## src/rtl/div_seq.sv

```systemverilog
// ---------------------------------------------------------------------------
// div_seq : iterative restoring divider for EX-stage DIV / DIVU.
//
// EX raises start_i and holds it (stalling) until ready_o is set. The divider
// performs one restoring step per clock on operand magnitudes, then applies
// the sign fixup. The result is {remainder, quotient} for HI/LO.
//
// Ports
//   clk           in   rising-edge clock
//   resetn        in   asynchronous active-low reset
//   signed_div_i  in   1 = DIV (signed), 0 = DIVU
//   opdata1_i     in   dividend (WIDTH)
//   opdata2_i     in   divisor  (WIDTH)
//   start_i       in   request, held high until ready_o
//   annul_i       in   abort the in-flight divide
//   result_o      out  {remainder, quotient} (2*WIDTH), zero unless ready_o
//   ready_o       out  result valid (registered)
//   byzero_o      out  divisor was zero (only with DIV_BYZERO_FLAG_EN)
//
// Configuration macro: DIV_BYZERO_FLAG_EN adds the byzero_o port.
// ---------------------------------------------------------------------------
module div_seq #(
    parameter int WIDTH = 32
) (
    input  logic               clk,
    input  logic               resetn,
    input  logic               signed_div_i,
    input  logic [WIDTH-1:0]   opdata1_i,
    input  logic [WIDTH-1:0]   opdata2_i,
    input  logic               start_i,
    input  logic               annul_i,
    output logic [2*WIDTH-1:0] result_o,
    output logic               ready_o
`ifdef DIV_BYZERO_FLAG_EN
    ,
    output logic               byzero_o
`endif
);

    typedef enum logic [1:0] {
        S_FREE   = 2'b00,
        S_BYZERO = 2'b01,
        S_ON     = 2'b10,
        S_END    = 2'b11
    } state_t;

    localparam int              CNT_W = $clog2(WIDTH + 1);
    localparam logic [CNT_W-1:0] LAST = CNT_W'(WIDTH);

    state_t               state_q;
    logic [CNT_W-1:0]     cnt_q;
    logic [2*WIDTH-1:0]   result_q;
    logic                 ready_q;
`ifdef DIV_BYZERO_FLAG_EN
    logic                 byzero_q;
`endif

    logic [WIDTH-1:0]     rem_q, quo_q, dvsr_q;
    logic [WIDTH-1:0]     rem_d, quo_d;
    logic                 neg_quo_q, neg_rem_q;
    logic [WIDTH:0]       rem_sh, trial;
    logic                 take;
    logic                 accept;

    // Unsigned magnitude of an operand; the most negative value maps to
    // itself, which is the correct magnitude when read as unsigned.
    function automatic logic [WIDTH-1:0] magnitude(input logic signed [WIDTH-1:0] v,
                                                   input logic is_signed);
        if (is_signed && (v < 0))
            return -v;
        return v;
    endfunction

    function automatic logic [WIDTH-1:0] apply_sign(input logic [WIDTH-1:0] v,
                                                    input logic neg);
        return neg ? ('0 - v) : v;
    endfunction

    assign accept = start_i && !annul_i;

    // One restoring step. The shifted remainder needs WIDTH+1 bits because the
    // divisor may use the full unsigned range. A non-negative trial is always
    // below the divisor, so its top bit is a pure borrow flag.
    always_comb begin
        rem_sh = {rem_q, quo_q[WIDTH-1]};
        trial  = rem_sh - {1'b0, dvsr_q};
        take   = ~trial[WIDTH];
        rem_d  = take ? trial[WIDTH-1:0] : rem_sh[WIDTH-1:0];
        quo_d  = {quo_q[WIDTH-2:0], take};
    end

    // Datapath: operands are latched once at acceptance, later input changes
    // are ignored. No reset needed; contents are meaningless outside ON.
    always_ff @(posedge clk) begin
        if (state_q == S_FREE && accept) begin
            rem_q     <= '0;
            quo_q     <= magnitude(opdata1_i, signed_div_i);
            dvsr_q    <= magnitude(opdata2_i, signed_div_i);
            neg_quo_q <= signed_div_i && (opdata1_i[WIDTH-1] ^ opdata2_i[WIDTH-1]);
            neg_rem_q <= signed_div_i && opdata1_i[WIDTH-1];
        end else if (state_q == S_ON && cnt_q != LAST) begin
            rem_q <= rem_d;
            quo_q <= quo_d;
        end
    end

    always_ff @(posedge clk or negedge resetn) begin
        if (!resetn) begin
            state_q  <= S_FREE;
            cnt_q    <= '0;
            result_q <= '0;
            ready_q  <= 1'b0;
`ifdef DIV_BYZERO_FLAG_EN
            byzero_q <= 1'b0;
`endif
        end else begin
            case (state_q)
                S_FREE: begin
                    // annul_i wins over a simultaneous start_i
                    if (accept) begin
                        if (opdata2_i == '0) begin
                            state_q <= S_BYZERO;
                        end else begin
                            state_q <= S_ON;
                            cnt_q   <= '0;
                        end
                    end
                end
                S_BYZERO: begin
                    state_q  <= S_END;
                    result_q <= '0;
                    ready_q  <= 1'b1;
`ifdef DIV_BYZERO_FLAG_EN
                    byzero_q <= 1'b1;
`endif
                end
                S_ON: begin
                    if (!accept) begin
                        state_q <= S_FREE;
                    end else if (cnt_q == LAST) begin
                        state_q  <= S_END;
                        ready_q  <= 1'b1;
                        result_q <= {apply_sign(rem_q, neg_rem_q),
                                     apply_sign(quo_q, neg_quo_q)};
                    end else begin
                        cnt_q <= cnt_q + CNT_W'(1);
                    end
                end
                S_END: begin
                    if (!accept) begin
                        state_q  <= S_FREE;
                        ready_q  <= 1'b0;
                        result_q <= '0;
`ifdef DIV_BYZERO_FLAG_EN
                        byzero_q <= 1'b0;
`endif
                    end
                end
                default: state_q <= S_FREE;
            endcase
        end
    end

    assign result_o = result_q;
    assign ready_o  = ready_q;
`ifdef DIV_BYZERO_FLAG_EN
    assign byzero_o = byzero_q;
`endif

endmodule
```

## config.mk

```make
export PLATFORM = sky130hd
export DESIGN_NAME = div_seq
export DESIGN_NICKNAME = d
export VERILOG_FILES = /design/src/rtl/div_seq.sv
export SDC_FILE = /design/constraint.sdc
export NUM_CORES = 1
export LEC_CHECK = 0
export BUFFER_PORTS_ARGS = -buffer_cell sky130_fd_sc_hd__buf_2
export CELL_PAD_IN_SITES_DETAIL_PLACEMENT = 0
export CELL_PAD_IN_SITES_GLOBAL_PLACEMENT = 1
export CORE_MARGIN = 1.5
export CORE_UTILIZATION = 48
export DETAILED_ROUTE_END_ITERATION = 8
export PLACE_DENSITY = 0.93
export SYNTH_ARGS = -nofsm -noshare
export SYNTH_HDL_FRONTEND = slang
export SYNTH_SLANG_ARGS = --single-unit
```

## constraint.sdc

```tcl
create_clock -name clk -period 5.95 [get_ports clk]
set_input_delay 0.595 -clock clk [delete_from_list [all_inputs] [get_ports clk]]
set_output_delay 0.595 -clock clk [all_outputs]
set_load 0.02 [all_outputs]
```

* Word-level counts from Yosys, hierarchy flattened *
Index checks and enable logic that the tools add are counted.

word-level totals
  bits of input ports = 69
  output and inout bits = 65
  flip-flop bits (word level) = 171
  word-level logic and storage cells = 79

operators by class
  mux-type cells = 32
  reductions and logical operators = 16
  equality and inequality tests = 12
  bitwise operators = 2
  $lt $le $gt $ge = 2
  add/subtract/negate cells = 6

operator list
  operator                 number
  $mux W32                 9
  $mux W64                 3
  $pmux W64 S3             1
  $lt A32 B1 Y1 const B    2
  $neg A32 Y32             2
  $sub A1 B32 Y32 const A  2
  $sub A33 B32 Y33         1
  $logic_not A32 Y1        1
  $mux W6                  4
  $pmux W6 S2              1
  $mux W2                  5
  $ne A2 B2 Y1 const B     5
  $pmux W2 S4              1
  $logic_and A1 B1 Y1      7
  $mux W1                  7
  $add A6 B1 Y6 const B    1
  $eq A6 B6 Y1 const B     1
  $ne A6 B6 Y1 const B     1
  $reduce_and A5 Y1        1
  $eq A2 B2 Y1 const B     2
  $reduce_and A4 Y1        1
  $reduce_bool A2 Y1       2
  $ne A3 B2 Y1 const B     1
  $pmux W1 S3              1
  8 further kinds          8

* Logic depth before layout (Yosys ltp) *
  depth after elaboration = 6
  mapped depth = 13
  mapped depth without buffers = 12

* Worst setup path before layout *
Ideal clock, no wire load.

  path kind = input to register
  start = input annul_i
  end = register quo_q[0] (enable)
  path buffers = 2
  cell stages on the path = 7
  library setup time = 0.388 ns
  data required time = 5.562 ns
  arrival = 3.100 ns
  path slack = 2.462 ns
  path through = nand2b_1 or3_1 clkbuf_1 inv_1 nor2_1 clkbuf_1 inv_1

on the way
  word-level cells in the longest chain between the ends = 4

RTL lines
  element                       RTL line  source
  start: declaration            31        input logic annul_i,
  $logic_not A1 Y1              79        assign accept = start_i && !annul_i;
  $logic_and A1 B1 Y1           79
  $logic_and A1 B1 Y1           95        if (state_q == S_FREE && accept) begin
  $reduce_bool A2 Y1 (no line)  n/a
  end signal: assignment        97        quo_q <= magnitude(opdata1_i, signed_div_i);
  end signal: assignment        103       quo_q <= quo_d;
  end: declaration              58        logic [WIDTH-1:0] rem_q, quo_q, dvsr_q;

Every way passes these cells.
A chain may end at the register's enable or synchronous reset.

* Worst setup path in the final report *
  start = register quo_q[31]
  end = register rem_q[0]

on the way
  word-level cells in the longest chain between the ends = 2

RTL lines
  element                 RTL line  source
  $sub A33 B32 Y33        86        trial = rem_sh - {1'b0, dvsr_q};
  $mux W32 (*)            88        rem_d = take ? trial[WIDTH-1:0] : rem_sh[WIDTH-1:0];
  end signal: assignment  102       rem_q <= rem_d;
  end: declaration        58

Every way passes the cells marked *; elsewhere a longest branch is shown, timed or not.

==> impl_metrics.tcl <==
set metrics [dict create \
    status "finished, final reports clean" \
    first_pass_iters 5 \
    layout_min_cycle_time_ns 3.74 \
    timing.final.crit_share_pct 62.8 \
    cp_common_cell "a21oi_1" \
    max_clock_freq_mhz 268 \
    via_per_inst 5.61 \
    yosysMostFrequentCell "nand2_1" \
    clk_pin_slew_worst_paths_ns 0.07 \
    reg2reg_depth 13 \
    power_frac_seq_pct 37.3 \
    ys_top_cells_by_count "nand2_1 (208), o21ai_0 (127), xor2_1 (102)" \
    critPathMaxFanout 22 \
    synth_top_area_share_pct 18.3 \
    cts_sinks 171 \
    totalWireLength_mm 26.6 \
    yosysTopAreaCell "edfxtp_1" \
    holdBufCountCts 0 \
    grt_pass1_vias 8336 \
    setup_viol 0 \
    power.total_uw 5240 \
    grt_pass1_wl_mm 42.9 \
    final_nets 1448 \
    power_frac_comb_pct 41.4 \
    hold_class "in -> async" \
    rsz0062_at_grt "no" \
    htree_levels 4 \
    vias 9168 \
    slew_viol_final 0 \
    total_leakage_power_uw 0.00539 \
    routedWlPerCell_um 16.3 \
    drv_cap 0 \
    cts-root-buf "clkbuf_16" \
    die_area_mm2 0.0235 \
    postSynth.asyncResetShare_pct 42.7 \
    io_buffers 133 \
    ys_top_cells_by_area "edfxtp_1 (18%), dfrtp_1 (17%), xor2_1 (8.2%)" \
    coreArea_mm2 0.0220 \
    drt-initial-drc-count 711 \
    die_h_um 153 \
    cts_max_path_buffers 2 \
    yosysWarnings 0 \
    ys_seq_area_share_pct 41.0 \
    gp_congestion 0.907 \
    synth-seq-cells 171 \
    intPower_uw 3000 \
    die_w_um 153 \
    ant_nets 0 \
    antenna_found_initial 0 \
    worstPathRequired_ns 6.26 \
    slew_headroom_pct 29.6 \
    tns_ns 0 \
    worst_ep_arrival_time_ns 4.04 \
    dp_hpwl_mm 19.8 \
    synthesis.nets 1341 \
    path_delay_family "compound AO/OA/AOI/OAI gates" \
    p_switching_uw 2240 \
    fin_skew_ns 0.0110 \
    slowest_delay_ns 0.61 \
    synth_edf_count 66 \
    r2r_slack_ns 2.21 \
    ys_types 63 \
    hold_violations 0 \
    drc 0 \
    powerDensity_mw_per_mm2 425 \
    diodes 0 \
    postCtsSetupBuffers 0 \
    cp_slowest_cell "a21oi_1" \
    vdd_drop_max_v 0.000255 \
    pwr-share-clk_pct 21.3 \
    clock_latency_ns 0.44 \
    critical_path_class "reg -> reg" \
    ios 134 \
    rows 54 \
    start_util_pct 49.3 \
    grt_max_degree 74 \
    critPathBufInv 2 \
    drive_gt1_share_pct 14.4 \
    p_sw_share_pct 42.8 \
    grt_util_all_layers_pct 22.6 \
    fillers 2025 \
    timing.rr.start "quo_q[31]" \
    tritoncts "built" \
    grt_overflow_total 0 \
    start_kind "flip-flop" \
    ctsResizeCount 0 \
    syn-mean-instance-area_um2 8.81 \
    r2r_end "rem_q[0]" \
    cts_buffers 17 \
    syn_to_final_growth_pct 13.7 \
    ys.flop_type "dfrtp_1" \
    path_cells "inv_1, ha_1, fa_1, nand2b_1, a21oi_1, o211ai_1, nand3_1, a21oi_1, or3_1, a21oi_1, nor2_1, buf_4, o311ai_0" \
    worst_pin_slew_ns 1.05 \
    cp-end-kind "flip-flop" \
    synth_area_mm2 0.0109 \
    syn_inst 1233 \
]
## final cells by class
cell class	count	area, um2	area share, %
clock buffers	20	458	3.71
clock inverters	12	124	1.00
inverters	55	206	1.67
multi-input cells	951	6010	48.7
flip-flops and latches	171	4450	36.0
well taps	280	350	2.84
repair buffers	144	748	6.06
## logic make-up after synthesis
logic type | count (synthesis) | synth area share [%]
buf+inv | 111 | 3.84
simple gates | 420 | 18.4
xor+xnor | 149 | 12.0
mux | 5 | 0.473
compound gates | 338 | 19.8
fa+ha+maj | 39 | 4.56
flops | 171 | 41.0
## placed cells by master (no fill, tap or decap), types with 8 or more instances in the layout
cell,netlist,routed
nand2_1,208,208
nand3_1,19,19
or3_1,12,11
edfxtp_1,66,66
buf_2,0,133
o211ai_1,32,32
a21oi_1,58,57
a21o_1,12,12
dfrtp_1,73,73
buf_4,0,11
inv_1,55,55
o31ai_1,37,37
o21ai_0,127,127
o41ai_1,13,13
xor2_1,102,102
dfxtp_1,32,32
nand2b_1,11,11
clkbuf_16,0,18
ha_1,38,38
or4_1,11,11
nand4_1,22,22
nor2_1,58,57
a211oi_1,8,8
nor4_1,10,10
xnor2_1,47,47
nor3_1,24,24
## state kept, by name (all words and copies together) (netlist names)
signal / flops
result_o: 64
dvsr_q: 32
quo_q: 32
rem_q: 32
cnt_q: 6
state_q: 2
neg_quo_q: 1
neg_rem_q: 1
ready_o: 1
## how the worst max path moves through the flow
stage / startpoint / end / slack [ns] / cells after the start
after global placement: annul_i / quo_q[9] / 2.37 / 9
after floorplan: annul_i / quo_q[0] / 2.46 / 7
after CTS: quo_q[31] / rem_q[0] / 2.24 / 13
after global routing: quo_q[31] / rem_q[0] / 1.98 / 13
after detailed placement: quo_q[31] / rem_q[0] / 2.28 / 13
final: quo_q[31] / rem_q[0] / 2.21 / 13
## stage by stage
| step | hold slack, ns | utilization (%) | setup WS, ns | cell area [um2] | instances |
|---|---|---|---|---|---|
| after floorplan | 0.299 | - | 2.46 | 10900 | 1233 |
| after global placement | 0.456 | 53.4 | 2.37 | 11800 | 1601 |
| after detailed placement | 0.464 | 53.4 | 2.28 | 11800 | 1601 |
| after CTS | 0.405 | 56.0 | 2.24 | 12300 | 1633 |
| after global routing | 0.429 | 56.0 | 1.98 | 12300 | 1633 |
| final | 0.369 | 56.0 | 2.21 | 12300 | 1633 |
## metal layers
layer  vias up  share of wire (%)  wire [um]  GRT usage (%)
met5         -                  0          0              0
met4         0                1.4        374           5.87
met3        28                6.7       1790           4.65
met2       281                 42      11200           32.9
met1      4207                 50      13200           34.1
li1       4652                  -          -              -
## power by group through the flow
| stage | sequential, uW | clock [uW] | combinational, uW |
|---|---|---|---|
| after CTS | 1950 | 1120 | 2160 |
| after floorplan | 1850 | 0 | 1640 |
| final | 1960 | 1120 | 2170 |
| after detailed placement | 1970 | 0 | 2140 |
| after global routing | 2000 | 1170 | 2440 |
| after global placement | 1960 | 0 | 2110 |
No activity file was read; power rests on OpenSTA's default activity.
